## config.mk

```make
export PLATFORM = sky130hd
export DESIGN_NAME = trap_ctrl
export DESIGN_NICKNAME = d
export VERILOG_FILES = /design/src/rtl/trap_pkg.sv /design/src/rtl/trap_ctrl.sv
export SDC_FILE = /design/constraint.sdc
export NUM_CORES = 1
export LEC_CHECK = 0
export CAP_MARGIN = 25
export CORE_ASPECT_RATIO = 2
export CORE_MARGIN = 2
export CORE_UTILIZATION = 25
export CTS_BUF_LIST = sky130_fd_sc_hd__clkbuf_8
export CTS_CLUSTER_DIAMETER = 150
export CTS_CLUSTER_SIZE = 14
export DETAILED_ROUTE_END_ITERATION = 10
export PLACE_DENSITY = 0.53
export SYNTH_ARGS = -nofsm -noshare
export SYNTH_HDL_FRONTEND = slang
export SYNTH_SLANG_ARGS = --single-unit
```

## constraint.sdc

```tcl
create_clock -name clk -period 2.85 [get_ports clk]
set_clock_uncertainty 0.2 [all_clocks]
set_input_delay 0.4275 -clock clk [delete_from_list [all_inputs] [get_ports clk]]
set_output_delay 0.4275 -clock clk [all_outputs]
set_load 0.005 [all_outputs]
```

## src/rtl/trap_pkg.sv

```systemverilog
// Shared CSR addresses, mstatus bit positions, trap cause codes and sequencer states for trap_ctrl.
// The mstatus helpers act on the low byte only, so they work for any XLEN.
package trap_pkg;

    localparam logic [11:0] ADDR_MSTATUS = 12'h000;
    localparam logic [11:0] ADDR_MEPC    = 12'h041;
    localparam logic [11:0] ADDR_MCAUSE  = 12'h042;
    localparam logic [11:0] ADDR_MTVEC   = 12'h005;
    localparam logic [11:0] ADDR_MIP     = 12'h044;

    localparam int MIE_BIT  = 3;
    localparam int MPIE_BIT = 7;

    localparam int CAUSE_ILLEGAL = 2;
    localparam int CAUSE_EBREAK  = 3;
    localparam int CAUSE_ECALL   = 11;

    typedef enum logic [2:0] {
        IDLE,
        T_EPC,
        T_CAUSE,
        T_STATUS,
        T_VEC,
        R_STATUS,
        R_EPC
    } state_t;

    // Trap entry: stash MIE into MPIE and mask interrupts.
    function automatic logic [7:0] mstatus_trap_lo(input logic [7:0] old);
        logic [7:0] v;
        v           = old;
        v[MPIE_BIT] = old[MIE_BIT];
        v[MIE_BIT]  = 1'b0;
        return v;
    endfunction

    // Trap return: restore MIE from MPIE and re-arm MPIE.
    function automatic logic [7:0] mstatus_mret_lo(input logic [7:0] old);
        logic [7:0] v;
        v           = old;
        v[MIE_BIT]  = old[MPIE_BIT];
        v[MPIE_BIT] = 1'b1;
        return v;
    endfunction

endpackage

```

## src/rtl/trap_ctrl.sv

```systemverilog
// Trap/mret sequencer owning the CSR file port; pass-through when idle, redirect at +4 (trap) / +2 (mret).
// Backpressure: stall is raised combinationally on a request and held until the sequence returns to IDLE.
module trap_ctrl
    import trap_pkg::*;
#(
    parameter int XLEN    = 32,
    parameter int CAUSE_W = 4
) (
    input  logic               clk,
    input  logic               rst_n,
    input  logic               trap_req,
    input  logic [CAUSE_W-1:0] trap_cause,
    input  logic [XLEN-1:0]    trap_pc,
    input  logic               mret_req,
    input  logic               ins_csr_w,
    input  logic [11:0]        ins_csr_addr,
    input  logic [XLEN-1:0]    ins_csr_wdata,
    output logic [XLEN-1:0]    ins_csr_rdata,
    output logic               csr_w,
    output logic [11:0]        csr_addr,
    output logic [XLEN-1:0]    csr_wdata,
    input  logic [XLEN-1:0]    csr_rdata,
    output logic               stall,
    output logic               pc_redirect,
    output logic [XLEN-1:0]    pc_target,
    output logic               busy
);

    state_t             state;
    state_t             state_nxt;
    logic [XLEN-1:0]    pc_q;
    logic [CAUSE_W-1:0] cause_q;
    logic [XLEN-1:0]    pc_target_q;

    always_ff @(posedge clk or negedge rst_n) begin
        if (!rst_n) begin
            state       <= IDLE;
            pc_q        <= '0;
            cause_q     <= '0;
            pc_target_q <= '0;
        end else begin
            state       <= state_nxt;
            pc_target_q <= pc_target;
            if (state == IDLE && trap_req) begin
                pc_q    <= trap_pc;
                cause_q <= trap_cause;
            end
        end
    end

    always_comb begin
        state_nxt   = state;
        csr_w       = 1'b0;
        csr_addr    = '0;
        csr_wdata   = '0;
        stall       = 1'b1;
        pc_redirect = 1'b0;
        pc_target   = pc_target_q;
        case (state)
            IDLE: begin
                stall     = trap_req | mret_req;
                // The instruction raising the trap or mret must not commit its own CSR write.
                csr_w     = ins_csr_w & ~(trap_req | mret_req);
                csr_addr  = ins_csr_addr;
                csr_wdata = ins_csr_wdata;
                if (trap_req) begin
                    state_nxt = T_EPC;
                end else if (mret_req) begin
                    state_nxt = R_STATUS;
                end
            end
            T_EPC: begin
                csr_w     = 1'b1;
                csr_addr  = ADDR_MEPC;
                csr_wdata = pc_q;
                state_nxt = T_CAUSE;
            end
            T_CAUSE: begin
                csr_w     = 1'b1;
                csr_addr  = ADDR_MCAUSE;
                csr_wdata = {{(XLEN-CAUSE_W){1'b0}}, cause_q};
                state_nxt = T_STATUS;
            end
            T_STATUS: begin
                csr_w     = 1'b1;
                csr_addr  = ADDR_MSTATUS;
                csr_wdata = {csr_rdata[XLEN-1:8], mstatus_trap_lo(csr_rdata[7:0])};
                state_nxt = T_VEC;
            end
            T_VEC: begin
                csr_addr    = ADDR_MTVEC;
                pc_redirect = 1'b1;
                pc_target   = {csr_rdata[XLEN-1:2], 2'b00};
                state_nxt   = IDLE;
            end
            R_STATUS: begin
                csr_w     = 1'b1;
                csr_addr  = ADDR_MSTATUS;
                csr_wdata = {csr_rdata[XLEN-1:8], mstatus_mret_lo(csr_rdata[7:0])};
                state_nxt = R_EPC;
            end
            R_EPC: begin
                csr_addr    = ADDR_MEPC;
                pc_redirect = 1'b1;
                pc_target   = csr_rdata;
                state_nxt   = IDLE;
            end
            default: state_nxt = IDLE;
        endcase
    end

    assign busy          = (state != IDLE);
    assign ins_csr_rdata = csr_rdata;

endmodule

```

* Yosys cells after proc, flatten, opt, wreduce, memory -nomap -nowiden
Index checks and enable logic that the tools add are counted.
Word-level totals: output and inout port bits 112, bits of input ports 117, word-level logic and storage cells 29, bits in registers 71
Cells by class: equality and inequality tests 7, reductions and logical operators 6, mux-type cells 9, bitwise gates (word level) 3
Operator list (number):
- case mux 32 bit (5 select lines) | 1
- case mux 32 bit (2 select lines) | 1
- case mux 12 bit (4 select lines) | 1
- case mux 3 bit (5 select lines) | 1
- equality test 3 bit, second input constant | 3
- equality test 3 x 2 -> 1 bit, second input constant | 2
- two-way mux 3 bit | 2
- OR reduction 2 bit | 2
- OR reduction 4 bit | 1
- equality test 3 x 1 -> 1 bit, second input constant | 1
- logical NOT 3 bit | 1
- != test 3 bit, second input constant | 1
- nonzero test 3 bit | 1
- two-way mux 1 bit | 2
- case mux 1 bit (2 select lines) | 1
- AND 1 bit | 1
- logical AND 1 bit | 1
- inverter 1 bit | 1
- OR 1 bit | 1

* Longest topological paths before layout
Gate-level depths: netlist (run 1).
depth after elaboration 4, depth in mapped cells 6, mapped depth without buffers 3

* Least setup slack after synthesis (run 1)
Ideal clock, no wire load.
kind reg-to-output, start register state[2], end output port pc_target[10], cell stages (with the launch flop) 6, data required time 2223 ps, arrival time 1273 ps, slack 949 ps, buffers on the path 3, cells stage by stage dfrtp_1 > buf_2 > nand2b_1 > buf_2 > buf_6 > mux2_1
On the way: word-level cells in the longest chain between the ends 2, elaborated cells on any way between the ends 3, those cells by class eq/ne (2); mux (1)
RTL lines:
- start, declared | line trap_ctrl.sv:29 | state_t state;
- start signal, assigned | line trap_ctrl.sv:42 | state <= state_nxt;
- equality test 3 bit | line trap_ctrl.sv:59 | case (state)
- case mux 32 bit (2 select lines) * | line trap_ctrl.sv:59
- end, declared | line trap_ctrl.sv:25 | output logic [XLEN-1:0] pc_target,
Every way passes the cells marked *; elsewhere a longest branch is shown, timed or not.

* Worst setup path in the final report (run 1)
start register state[0], end output port csr_wdata[2]
On the way: word-level cells in the longest chain between the ends 2, elaborated cells on any way between the ends 6, those cells by class eq/ne (4); mux (1); reduce/logical (1)
RTL lines:
- equality test 3 bit (tied with other cells) | line trap_ctrl.sv:59
- case mux 32 bit (5 select lines) * | line trap_ctrl.sv:59
- end, declared | line trap_ctrl.sv:21 | output logic [XLEN-1:0] csr_wdata,
Marked as above.

==> results by stage, run 1 <==
Route:
- For this block, the initial DRC count from the detailed router was 86.
- The final route contains 3418 vias.
- The final routed wirelength across all metal layers is 14440 microns.
- The wire length per cell is roughly 19 microns.
- The post-route DRC violation count is 0.
- Using the TritonRoute via totals, the vias-per-cell ratio works out to between 4 and 5.
- The post-route antenna net violation count is 0.
- For this run, the detailed router's first-pass iteration total came to 4.

GRT:
- The most congested layer reported by global routing is met2.
- The via count of the first global-routing pass is 3606.
- In the global route stage, met1 resource usage came out at roughly 16%.
- The initial antenna violation count is 0.
- The met3 usage is 2.348%.
- Entering global routing, the biggest net connects 72 pins.
- Summed over all layers, the global routing overflow is 0.
- Global routing consumed, on the met2 layer, between 30% and 40% of the routing resources.
- The first global-routing pass estimated about 21000 microns of wire.
- The total routing usage reported by global routing is between 10% and 20%.

Cells and area:
- The final core area utilization is a little over 40%.
- The proportion of layout cells with a drive suffix above 1 is between 10% and 20%.
- After filler insertion, the fill cell instance count of the layout stands at 1589.
- The number of nets in the layout is approximately 650.
- The design area is just under 7000 sq um.
- The relative area change from synthesis to final layout is 62.61%.
- The count of antenna diodes in the layout is 0.

STA:
- Setup repair after global routing could not meet its margin everywhere.
- The maximum frequency from static timing analysis is roughly 0.36 GHz.
- After routing, the total negative slack on setup checks comes to 0 ns.
- The count of final hold-check violations is 0.
- The number of max-slew violations in the final report was 0.
- The fraction of the cycle the final worst path needs is a little over nine tenths.
- The routed design could run at a clock period as short as about 2.8 ns.
- The worst slew margin relative to its limit is between 70% and 80%.
- At the pin with the least slew margin, the transition time is approximately 0.36 ns.
- Setup violations remaining at the end of the flow were counted as 0.

Setup path:
- The beginning of the worst register-to-register path is state[1].
- The arrival time at the worst endpoint is approximately 2.2 ns.
- The worst setup path endpoint is csr_wdata[2].
- The launching element type of the critical path is a flip-flop.
- The worst setup slack for register-to-register paths is about 0.6 ns.
- Along the worst path, the maximum fanout reaches 12.
- The count of cells along the worst register-to-register path is 6.
- STA classifies the critical path endpoint as an output port.
- The worst register-to-register path ends at pc_q[4].
- The worst setup path is of the reg -> out kind.
- In this run the worst setup path begins at state[0].
- The required time of the critical path is between 2 and 2.5 ns.

Synthesis:
- For this run, the leading register cell type out of synthesis is dfrtp_1.
- By area the synthesized netlist is led by dfrtp_1 (43%), mux2_4 (11%), mux2i_1 (7.3%).
- For this run, the number of Yosys warnings is 0.
- The area fraction in compound gates after synthesis is a little under an eighth.
- The largest family of logic cells by synthesized area is multiplexers.
- The synthesized netlist devotes 0% of its cell area to adder and majority cells.
- The sequential-to-total area share from yosys stat is 42.95%.
- After synthesis, the share of cell area in mux cells is 29.58%.
- Of all cell types, the one taking the most synthesized area is dfrtp_1.
- Summing the areas of all and, or, nand and nor instances in the mapped netlist gives under 10% of the synthesized area.
- The share of synthesized flip-flops with an asynchronous set or reset is 100.0%.
- The synthesized design devotes to its leading area cell type about 43% of total area.
- The synthesized design contains 0 enable-type register cells.
- dfrtp_1 is the most common cell in the netlist.
- The number of different library cells used by synthesis comes to 32.
- The xor and xnor area share after synthesis is 0%.
- The mean post-synth cell area is between 10 and 15 sq um.
- Counting every net in the synthesized netlist gives about 460.
- After synthesis, the most frequently instantiated cells are dfrtp_1 (71), o21ai_0 (34), buf_4 (32).
- After synthesis the netlist holds a flip-flop and latch count of 71.
- Synthesis handed over a netlist of ~340 instances.
- The mapped netlist covers roughly 4100 sq um.

Placement:
- The final weighted congestion in routability-driven placement is between 0.7 and 0.8.
- The HPWL reported at the end of detailed placement is ~11000 microns.
- Buffers placed on the I/O ports in this run total approximately 230.
- Once placement finished, the instance area stood at 6405 sq um.

Clocking:
- The clock tree from TritonCTS is built.
- After clock tree synthesis, the clock-pin slew on the worst setup and hold paths is around 0.080 ns.
- The number of levels in the clock H-tree is 3.
- Clock tree synthesis selected as its root buffer the cell clkbuf_8.
- At the later pin of the worst-skew pair, clock insertion delay measures 0.35 ns.
- In this run, CTS created clock tree buffers numbering 9.
- The clock passes through at most 2 buffers.
- Clock tree synthesis found a total of 71 sinks.

Power and ir drop:
- For this design the static power due to leakage is around 2.7 nW.
- Power comes to between 6 and 7 mW.
- For this design the ratio of total power to cell area is 1023 nW/um^2.
- The peak ir drop on the vdd network is roughly 640 uV.

Hold path:
- The path class of the tightest hold or removal check is in -> async.

Die:
- The starting utilization of the core area is 25.43%.
- The I/O pin count is ~230.
- The x dimension of the die is 94.96 microns.
- The area of the die is roughly 18000 sq um.
- The placeable core region is between 15000 and 20000 sq um.
- The initialized floorplan defines 66 standard-cell rows.
- The die span in y is about 190 microns.

Run status:
- The run finished with clean final reports.

Flow run:
- The max-cap check violation count is 0.
==> where the power goes <==
group          internal [mW]  total [mW]  leakage [nW]  switching [mW]
Sequential              1.52        1.76         0.836           0.239
Combinational           2.52        4.21          1.81            1.68
Clock                  0.512       0.915         0.101           0.403
==> layout make-up <==
class	instances	area [sq um]	share of cell area (%)
Timing Repair Buffer	250	2559	38.04
Multi-Input combinational cell	203	1906	28.33
Sequential cell	71	1779	26.45
Tap cell	204	255.2	3.795
Clock buffer	10	137.6	2.046
Clock inverter	5	82.58	1.228
Inverter	2	7.507	0.1116
==> metrics by stage <==
stage                     instances  hold WS [ns]  setup WS, ns
after floorplan                 338      -0.06809        0.9493
after global placement          725        0.2714        0.1057
after detailed placement        725        0.2772       0.08103
after CTS                       743       0.03464      0.007266
after global routing            745        0.2224      -0.04847
final                           745        0.2207       0.04473
==> critical path, cell delays in order (launching register included) <==
cell and delay [ns]:
dfrtp_1 0.35, buf_4 0.20, mux4_2 0.51, nor2b_1 0.14, a31o_1 0.19, clkdlybuf4s50_1 0.44
==> metal layers <==
metal | share of wire [%] | up-vias | wire [microns]
met3 | 4.0 | 13 | 576
met5 | 0 | - | 0
met2 | 58 | 119 | 8423
met1 | 36 | 1677 | 5151
met4 | 2.0 | 0 | 286
li1 | - | 1609 | -
==> cells by family after synthesis <==
logic type | after synthesis
multiplexers | 99
AO/OA/AOI/OAI | 72
flip-flops | 71
buffers and inverters | 64
AND/OR/NAND/NOR | 32
==> layout by cell type, fill, tap and decap left out, drive strengths merged <==
cell	count
a21oi	2
a31o	3
a31oi	2
a32oi	27
and2	9
buf	22
bufinv	2
clkbuf	10
clkdlybuf4s50	215
clkinvlp	3
dfrtp	71
dlygate4sd3	1
dlymetal6s2s	12
inv	2
mux2	66
mux2i	30
mux4	3
nand2	8
nand2b	2
nor2	3
nor2b	5
nor3	2
nor3b	1
nor4b	2
o21a	1
o21ai	34
o21bai	2
o31a	1
==> worst min path at each step <==
| stage | depth (start not counted) | slack (ns) | endpoint |
|---|---|---|---|
| final | 2 | 0.22 | pc_target_q[28] |
| after global routing | 2 | 0.22 | pc_target_q[28] |
| after CTS | 1 | 0.03 | pc_target_q[28] |
| after detailed placement | 1 | 0.28 | pc_target_q[28] |
| after global placement | 1 | 0.27 | pc_target_q[20] |
| after floorplan | 0 | -0.07 | cause_q[0] |
==> state kept, by name, indices dropped and copies added (netlist names) <==
| register | flops |
|---|---|
| pc_target_q | 32 |
| state | 3 |
| cause_q | 4 |
| pc_q | 32 |
==> what timing repair did <==
item,4_1_cts,5_1_grt
gates resized for setup,0,15
endpoints found under the hold margin,0,71
hold buffers,0,1
endpoints found under the setup margin,27,51
buffers inserted,3,0
No activity file was read; power rests on OpenSTA's default activity.
==> inputs of run 2 (changes only) <==
RECOVER_POWER = 50   (was unset)
==> run 2 against run 1 <==
Against the previous run: total power is 0.76% lower; die area stayed put; via count is 0.53% higher; flip-flop and latch count stayed put; global-route usage stayed put; critical path type unchanged.
==> results by stage, run 2 (same netlist as run 1, synthesis figures left out) <==
Placement:
- The final weighted congestion in routability-driven placement was 0.7641 (unchanged).
- The post-placement cell area came to 6405 sq um (unchanged).
- The number of input and output port buffers inserted is 228 (unchanged).
- The placed instance count is 725 (unchanged).
- The HPWL reported at the end of detailed placement came to 10800 microns (unchanged).

Power and ir drop:
- The power density over the cells is 1019 nW/um^2 (-0.41%).
- The cell leakage power was 2.728 nW (-0.73%).
- The peak ir drop on the vdd network is 630.0 uV (-2.3%).

STA:
- The number of max-slew violations in the final report was 0 (unchanged).
- The sum of negative setup slack is 0 ns (unchanged).
- The maximum frequency from static timing analysis is 0.3566 GHz (about the same).
- The number of failing setup endpoints in the final timing report is 0 (unchanged).
- The count of final hold-check violations is 0 (unchanged).
- Setup repair after global routing could not meet its margin everywhere.
- The worst slew margin relative to its limit is 64.44% (-11 points).
- The minimum hold slack is 0.2940 ns (+0.07329 ns).
- The pin slew with the least headroom to its limit is 0.5334 ns (+0.1716 ns).
- The minimum clock period is 2.804 ns (-0.001076 ns).
- The fraction of the cycle the final worst path needs is 98.39% (about the same).

GRT:
- The via count of the first global-routing pass came to 3606 (unchanged).
- The initial antenna violation count is 0 (unchanged).
- The total routing usage reported by global routing is 15.94% (unchanged).
- The met2 layer usage reported by global route is 31.35% (unchanged).
- The overall overflow remaining after global route is 0 (unchanged).
- The global-route track usage on met1 is 16.37% (unchanged).
- The maximum number of pins on one net before global-route repair is 72 (unchanged).
- The global routing stage identified its most utilized layer as met2.
- The met3 usage is 2.348% (unchanged).
- The wire length of the first global-routing pass came to 20780 microns (unchanged).

Clocking:
- The clock sink count is 71 (unchanged).
- The number of levels in the clock H-tree is 3 (unchanged).
- The number of clock buffers inserted by TritonCTS is 9 (unchanged).
- The clock input transition at the sequential cells of the worst setup and hold paths is 0.08 ns (about the same).
- The clock latency of the later-clocked register in the worst-skew pair is 0.34 ns (about the same).
- The clock tree from TritonCTS is built.
- In this run the clock root is driven by a clkbuf_8.
- The maximum root-to-sink buffer count is 2 (unchanged).

Run status:
- The flow ran to the end, and the final reports show no timing, DRC or antenna violations.

Route:
- The post-route DRC violation count is 0 (unchanged).
- The post-detailed-route via-to-cell ratio was 4.612 (+0.53%).
- The vias after detailed routing came to 3436 (+0.53%).
- The count of routing violations after the opening detailed-route iteration is 80 (-7.0%).
- The wire length per cell is 19.32 microns (-0.29%).
- The total iterations of the first detailed-routing run came to 4 (unchanged).
- The post-route antenna net violation count is 0 (unchanged).
- The final routed wirelength across all metal layers is 14400 microns (-0.29%).

Cells and area:
- The number of cells in the finished layout apart from fillers is 745 (unchanged).
- The number of nets in the layout was 654 (unchanged).
- Compared with the post-synthesis result, the final layout area differs by 62.04%.
- The design area is 6703 sq um (-0.35%).
- In the final layout, the registers with the most flip-flops are pc_q (32), pc_target_q (32), cause_q (4).
- The final core area utilization is 41.20% (-0.15 points).
- Leaving out fill and tap cells, the most frequent cells in the layout are clkdlybuf4s50_1 (215), dfrtp_1 (69), o21ai_0 (34).
- The count of antenna diodes in the layout is 0 (unchanged).
- The proportion of layout cells with a drive suffix above 1 is 14.79% (-1.3 points).
- The library cell used most frequently in the layout, excluding fill and tap cells, is clkdlybuf4s50_1.

Setup path:
- The arrival time at the worst endpoint is 2.18 ns (about the same).
- The largest fanout on the critical path is 12 (unchanged).
- The kind of critical path is reg -> out.
- The capturing element type of the critical path is an output port.
- The count of cells along the worst register-to-register path is 6 (unchanged).
- The required time of the critical path is 2.22 ns (about the same).
- The launching element type of the critical path is a flip-flop.

Die:
- The starting utilization of the core area is 25.43% (unchanged).
- The I/O pin count was 229 (unchanged).
- The x dimension of the die is 94.96 microns (unchanged).
- The placeable core region is 16270 sq um (unchanged).
- The area of the die is 17650 sq um (unchanged).
- The die span in y is 185.9 microns (unchanged).
- The number of placement rows is 66 (unchanged).

Hold path:
- The class of the most critical hold timing path is reg -> reg.
- Counting instances, the worst hold path has a depth of 1.

Flow run:
- The max-cap check violation count was 0 (unchanged).
==> run 2: cell types whose count changed in the layout (fill, tap and decap cells not counted) <==
cell	delta
clkbuf_1	+1
mux2_4	-5
and2_4	-1
and2_2	+1
mux2_2	-1
buf_4	-1
mux2_1	+6
==> run 2: metal layers <==
layer | part of all wire [%] | vias up
met3 | 4.0 | 13
met1 | 35 | 1694
li1 | - | 1609
met5 | 0 | -
met4 | 2.0 | 0
met2 | 59 | 120
==> run 2: power by group <==
part / switching, mW / internal, mW
Sequential: 0.236 / 1.52
Clock: 0.402 / 0.512
Combinational: 1.67 / 2.48
==> run 2: final timing paths <==
path                            startpoint         endpoint  slack, ns
setup / recovery                  state[0]     csr_wdata[0]       0.05
max in group asynchronous            rst_n         state[2]       1.47
setup reg to reg                  state[1]          pc_q[4]       0.44
hold / removal             pc_target_q[20]  pc_target_q[20]       0.29
min in group asynchronous            rst_n  pc_target_q[28]       0.30
hold reg to reg            pc_target_q[20]  pc_target_q[20]       0.29
==> run 2: critical path, stage by stage, from the launching register on <==
cell,delay [ns]
dfrtp_1,0.35
buf_4,0.20
mux4_2,0.51
nor2b_1,0.14
a31o_1,0.19
clkdlybuf4s50_1,0.44
==> run 2: stage by stage <==
step / power, mW / setup slack [ns]
global placement: 5.978 / 0.1057
detailed placement: 6.033 / 0.08103
floorplan: 3.809 / 0.9493
CTS: 7.019 / 0.007266
finish: 6.827 / 0.04581
global route: 7.288 / -0.04847
==> run 2: cell type report <==
| class | instances | area [sq um] |
|---|---|---|
| clock buffers | 10 | 137.6 |
| clock inverters | 5 | 82.58 |
| fillers | 1599 | 9565 |
| inverters | 2 | 7.507 |
| multi-input cells | 203 | 1886 |
| flip-flops and latches | 71 | 1779 |
| well taps | 204 | 255.2 |
| repair buffers | 250 | 2555 |
==> run 2: what timing repair did <==
item,4_1_cts,5_1_grt
hold buffers,0,1
setup endpoints to repair,27,51
buffers inserted,3,0
resized for setup,0,15
hold endpoints to repair,0,71
